==> src/rtl/rx_pkt_pkg.sv <==
// Shared types and defaults for the RX payload unpacking path.
package rx_pkt_pkg;

   typedef enum logic [1:0] {
      IDLE = 2'd0,
      ADDR = 2'd1,
      DATA = 2'd2,
      DROP = 2'd3
   } rx_state_e;

   localparam logic [31:0]  DEF_HDR      = 32'h05A8_0000;
   localparam int unsigned  DEF_MAX_ADDR = 57600;
   localparam int unsigned  PIX_CNT_W    = 16;

endpackage

==> src/rtl/hdr_matcher.sv <==
// 32-bit sliding header window over the registered byte stream, cleared on gaps.
module hdr_matcher
   import rx_pkt_pkg::*;
#(
   parameter logic [31:0] HDR = DEF_HDR
) (
   input  logic       dclk,
   input  logic       rst_n,
   input  logic       valid,
   input  logic [7:0] data,
   output logic       match_c
);

   logic [31:0] window;

   always_ff @(posedge dclk) begin
      if (!rst_n)     window <= '0;
      else if (valid) window <= {window[23:0], data};
      else            window <= '0;
   end

   // Look at the value the window takes on this edge so the byte after the
   // last header byte is seen as the first address byte.
   assign match_c = valid && ({window[23:0], data} == HDR);

endmodule

==> src/rtl/byte_to_pixel_unpacker.sv <==
// Unpacks a headered payload byte stream into per-channel VRAM write strobes.
module byte_to_pixel_unpacker
   import rx_pkt_pkg::*;
#(
   parameter int unsigned CH         = 3,
   parameter int unsigned ADDR_W     = 16,
   parameter int unsigned MAX_ADDR   = DEF_MAX_ADDR,
   parameter logic [31:0] HDR        = DEF_HDR,
   parameter int unsigned ADDR_BYTES = 3,
   parameter int unsigned PIX_LIMIT  = 0
) (
   input  logic              dclk,
   input  logic              rst_n,
   input  logic              en,
   input  logic [7:0]        data8b,
   output logic [ADDR_W-1:0] addr2vram,
   output logic [7:0]        data_rgb,
   output logic [CH-1:0]     we,
   output logic              pix_done,
   output logic              pkt_err,
   output logic              pkt_end,
   output logic [15:0]       pix_count
);

   localparam int unsigned CH_W  = (CH > 1) ? $clog2(CH) : 1;
   localparam int unsigned IDX_W = 2;

   logic                 en_r;
   logic [7:0]           d_r;
   logic                 match_c;

   rx_state_e            state_q, state_d;
   logic [IDX_W-1:0]     idx_q, idx_d;
   logic [31:0]          addr_q, addr_d;
   logic [ADDR_W-1:0]    ptr_q, ptr_d;
   logic [CH_W-1:0]      ch_q, ch_d;

   logic [ADDR_W-1:0]    addr2vram_d;
   logic [7:0]           data_rgb_d;
   logic [CH-1:0]        we_d;
   logic                 pix_done_d, pkt_err_d, pkt_end_d;
   logic [15:0]          pix_count_d;

   logic [31:0]          addr_full;
   logic [15:0]          pix_inc;

   hdr_matcher #(.HDR(HDR)) u_hdr (
      .dclk    (dclk),
      .rst_n   (rst_n),
      .valid   (en_r),
      .data    (d_r),
      .match_c (match_c)
   );

   assign addr_full = {addr_q[23:0], d_r};
   assign pix_inc   = (pix_count == 16'hFFFF) ? pix_count : pix_count + 16'd1;

   // Next-state and next-output decode.
   always_comb begin
      state_d     = state_q;
      idx_d       = idx_q;
      addr_d      = addr_q;
      ptr_d       = ptr_q;
      ch_d        = ch_q;
      addr2vram_d = addr2vram;
      data_rgb_d  = data_rgb;
      we_d        = '0;
      pix_done_d  = 1'b0;
      pkt_err_d   = 1'b0;
      pkt_end_d   = 1'b0;
      pix_count_d = pix_count;

      if (!en_r) begin
         state_d = IDLE;
         ch_d    = '0;
         if (state_q == DATA) pkt_end_d = 1'b1;
      end else begin
         case (state_q)
            IDLE: begin
               if (match_c) begin
                  state_d = ADDR;
                  idx_d   = '0;
                  addr_d  = '0;
               end
            end
            ADDR: begin
               addr_d = addr_full;
               if (idx_q == IDX_W'(ADDR_BYTES - 1)) begin
                  if ({1'b0, addr_full} < 33'(MAX_ADDR)) begin
                     ptr_d       = ADDR_W'(addr_full);
                     ch_d        = '0;
                     pix_count_d = '0;
                     state_d     = DATA;
                  end else begin
                     pkt_err_d = 1'b1;
                     state_d   = DROP;
                  end
               end else begin
                  idx_d = idx_q + IDX_W'(1);
               end
            end
            DATA: begin
               data_rgb_d  = d_r;
               we_d        = CH'(1) << ch_q;
               addr2vram_d = ptr_q;
               if (ch_q == CH_W'(CH - 1)) begin
                  pix_done_d  = 1'b1;
                  ch_d        = '0;
                  ptr_d       = (ptr_q == ADDR_W'(MAX_ADDR - 1)) ? '0 : ptr_q + ADDR_W'(1);
                  pix_count_d = pix_inc;
                  if ((PIX_LIMIT != 0) && (32'(pix_inc) == PIX_LIMIT)) begin
                     state_d   = DROP;
                     pkt_end_d = 1'b1;
                  end
               end else begin
                  ch_d = ch_q + CH_W'(1);
               end
            end
            DROP:    state_d = DROP;
            default: state_d = IDLE;
         endcase
      end
   end

   // Input stage, state and registered outputs.
   always_ff @(posedge dclk) begin
      if (!rst_n) begin
         en_r      <= 1'b0;
         d_r       <= '0;
         state_q   <= IDLE;
         idx_q     <= '0;
         addr_q    <= '0;
         ptr_q     <= '0;
         ch_q      <= '0;
         addr2vram <= '0;
         data_rgb  <= '0;
         we        <= '0;
         pix_done  <= 1'b0;
         pkt_err   <= 1'b0;
         pkt_end   <= 1'b0;
         pix_count <= '0;
      end else begin
         en_r      <= en;
         d_r       <= data8b;
         state_q   <= state_d;
         idx_q     <= idx_d;
         addr_q    <= addr_d;
         ptr_q     <= ptr_d;
         ch_q      <= ch_d;
         addr2vram <= addr2vram_d;
         data_rgb  <= data_rgb_d;
         we        <= we_d;
         pix_done  <= pix_done_d;
         pkt_err   <= pkt_err_d;
         pkt_end   <= pkt_end_d;
         pix_count <= pix_count_d;
      end
   end

endmodule

==> config.mk <==
export PLATFORM = sky130hd
export DESIGN_NAME = byte_to_pixel_unpacker
export DESIGN_NICKNAME = d
export VERILOG_FILES = /design/src/rtl/rx_pkt_pkg.sv /design/src/rtl/hdr_matcher.sv /design/src/rtl/byte_to_pixel_unpacker.sv
export SDC_FILE = /design/constraint.sdc
export NUM_CORES = 1
export LEC_CHECK = 0
export BUFFER_PORTS_ARGS = -buffer_cell sky130_fd_sc_hd__buf_2
export CAP_MARGIN = 10
export CORE_UTILIZATION = 25
export DETAILED_ROUTE_END_ITERATION = 12
export PLACE_DENSITY_LB_ADDON = 0.05
export SYNTH_ARGS = -nofsm -noshare
export SYNTH_HDL_FRONTEND = slang
export SYNTH_SLANG_ARGS = --single-unit
==> constraint.sdc <==
create_clock -name dclk -period 6 [get_ports dclk]
set_input_delay 0.9 -clock dclk [delete_from_list [all_inputs] [get_ports dclk]]
set_output_delay 0.9 -clock dclk [all_outputs]
set_load 0.05 [all_outputs]
==> results by group <==
Worst setup path
  • Worst Setup End Kind: flop
  • FF-to-FF Start: state_q[0]
  • Slowest cell on the critical path: a211oi_2
  • Critical path fanouts, max: 21
  • Crit-path cells: inv_1 -> ha_1 -> buf_4 -> and3b_1 -> o221ai_1 -> a211oi_2 -> nand2_1 -> o22ai_1
  • Worst endpoint data arrival time: 3.24 ns
  • Worst reg2reg path endpoint: ptr_q[13]
  • Req. time, crit path: 6.34 ns
  • Cell depth of the worst flop-to-flop path: 8
  • Capture point of the worst path: ptr_q[13]
  • CP startpoint kind: flop
  • Worst setup path class: flop to flop
  • Worst reg2reg setup slack: 3.10 ns
  • Crit path launch: state_q[0]
  • Slowest stage delay, CP: 0.79 ns

STA
  • Setup violators final: 0
  • Post-layout minimum cycle time: 2.90 ns
  • Final Hold Fails: 0
  • Clock skew: 0.0127 ns
  • Max-slew headroom: 0.334
  • Fmax: 345 MHz
  • Worst Tran Pin Value: 0.999 ns
  • Unrepaired setup endpoints after global routing: no
  • Final Max Slew Viols: 0
  • Total Neg Setup Slack: 0 ns
  • Final period utilization: 0.484

Placement
  • Placed cell count: 864
  • Dpl cell area: 5660 sq um
  • Placer Congestion: 0.701
  • Port bufs: 56
  • DP HPWL: 9860 um

Floorplan
  • Core Box Area: 20200 sq um
  • Die width: 146 um
  • Initial core utilization: 0.255
  • # rows: 52
  • # IOs: 57
  • Die Ht: 146 um
  • DIE AREA: 21200 sq um

Detailed routing
  • Routed len/inst: 16.6 um
  • Via Count: 4471
  • Iter 0 DRT Violations: 240
  • Vias per cell: 5.00
  • Pre-antenna DRT Iters: 4
  • WL final: 14900 um
  • Antenna Nets Post-Route: 0
  • DRC Markers: 0

Clocking
  • Max Buffers Root-to-Sink: 2
  • Root Driver: clkbuf_16
  • TritonCTS clock tree: done
  • Post-CTS Setup Repair Bufs: 0
  • CTS Hold Bufs: 0
  • Total CTS buffers: 17
  • Clock sink count: 125
  • Post-CTS Resized: 0
  • Worst-skew pair later-pin latency: 0.42 ns
  • H-tree depth: 4
  • Reg clk slew, reported paths: 0.06 ns

Power and ir drop
  • Power per cell area: 303 nW/um^2
  • Maximum vdd drop: 0.153 mV
  • LEAKAGE: 0.00236 uW

Synthesis
  • Syn nets: 589
  • Yosys warns: 0
  • Yosys reg bits: 125
  • Async S/R FF share, synth: 0
  • Post-synthesis average cell area: 9.02 sq um
  • Mapped Cells: 571
  • Synth Cell Area: 5150 sq um
  • Top_reg_cell synth: dfxtp_1
  • Number of flops mapped to enable cells by yosys: 0
  • Register area share after synthesis: 0.486
  • Netlist cell types: 57

Worst hold path
  • Hold Path Depth: 2
  • HP Class: flop to flop

Final layout
  • Share of layout cells above drive strength 1: 0.178
  • Syn-to-layout area delta: 21.4%
  • Fin nets: 631
  • Layout Cells excl Fill: 895
  • Antenna diode count: 0
  • Final core utilization: 0.309
  • Finished Cell Area: 6250 sq um

Global routing
  • First-pass GRT wire length: 23900 um
  • Initial antenna violation count: 0
  • Largest net degree at the start of global routing: 52
  • Gr usage total: 0.144
  • Vias in the first global route: 4380
  • Gr ovfl total: 0

Flow run
  • Max-cap violations: 0

Outcome
  • Status: finished, final reports clean
==> cell type report <==
type	count	area [sq um]
sequential	125	2500
inverter	10	37.5
timing repair buffer	62	325
clock inverter	5	52.6
tap	270	338
fill	2170	14000
clock buffer	26	539
multi-input combinational	397	2460
==> cell usage in the layout (no fill, tap or decap), drive strengths merged, types with 12 or more instances in the layout <==
cell / count
clkbuf: 26
a32o: 24
and3: 29
a21oi: 63
dfxtp: 125
and2: 16
nor2: 19
buf: 62
nand2: 81
nor4: 16
o21ai: 19
nand4: 12
==> cells in the mapped netlist, types with 9 or more instances <==
master,instances,share of area
o21ai_0,18,0.017
a21oi_1,63,0.061
o22ai_1,9,0.011
nand2_1,81,0.059
nor2_1,19,0.014
nor3_1,9,0.0087
and2_1,16,0.019
nand4_1,11,0.013
or4_1,10,0.015
and3_1,29,0.035
o31ai_1,9,0.013
clkbuf_1,32,0.023
inv_1,10,0.0073
nand3_1,10,0.0097
a32o_1,24,0.047
dfxtp_1,125,0.49
nor4_1,11,0.013
==> through the flow <==
stage,hold WS (ns),total power (uW),setup slack (ns)
floorplan,0.450,874,3.67
finish,0.452,1900,3.10
global placement,0.446,889,3.07
detailed placement,0.445,889,3.00
CTS,0.453,1920,3.04
global route,0.471,1960,2.73
==> routing by layer <==
metal | wire [um] | track usage | part of all wire | vias to the layer above
met5 | 0 | 0 | 0 | -
met4 | 148 | 0.0505 | 0.010 | 0
met3 | 395 | 0.0313 | 0.027 | 9
met2 | 7060 | 0.234 | 0.47 | 67
met1 | 7270 | 0.188 | 0.49 | 2198
li1 | - | - | - | 2197
==> registers in the layout, summed over array words and instances (netlist names), 2 cells and up <==
name,flops
u_hdr.window,24
addr2vram,16
addr_q,24
idx_q,2
ch_q,2
ptr_q,16
we,3
pix_count,16
d_r,8
state_q,2
data_rgb,8
==> how the worst min path moves through the flow <==
| stage | start | endpoint | slack (ns) |
|---|---|---|---|
| 3_3_place_gp | addr2vram[7] | addr2vram[7] | 0.45 |
| 6_report | addr2vram[8] | addr2vram[8] | 0.45 |
| 3_5_place_dp | addr2vram[9] | addr2vram[9] | 0.45 |
| 2_1_floorplan | idx_q[1] | idx_q[1] | 0.45 |
| 5_1_grt | addr2vram[8] | addr2vram[8] | 0.47 |
| 4_1_cts | addr2vram[9] | addr2vram[9] | 0.45 |
==> power breakdown <==
part / internal [uW] / switching, uW
clock network: 654 / 370
logic: 8.70 / 20.1
registers: 835 / 7.27
==> cells by family (layout without fill, tap and decap cells) <==
logic type      after synthesis  count (layout)  share of synthesized area
mux                           3               3                    0.00632
buf+inv                      49             103                     0.0384
flops                       125             125                      0.486
simple gates                237             237                      0.257
fa+ha+maj                     7               7                     0.0170
compound gates              150             150                      0.195
==> worst max-delay path: cells and delay by family (launching register included) <==
family          cells  cell delay [ns]
simple gates        2             0.66
fa+ha+maj           1             0.16
buf+inv             2             0.37
flops               1             0.33
compound gates      3             1.30
Power figures use the tool's default switching activity.
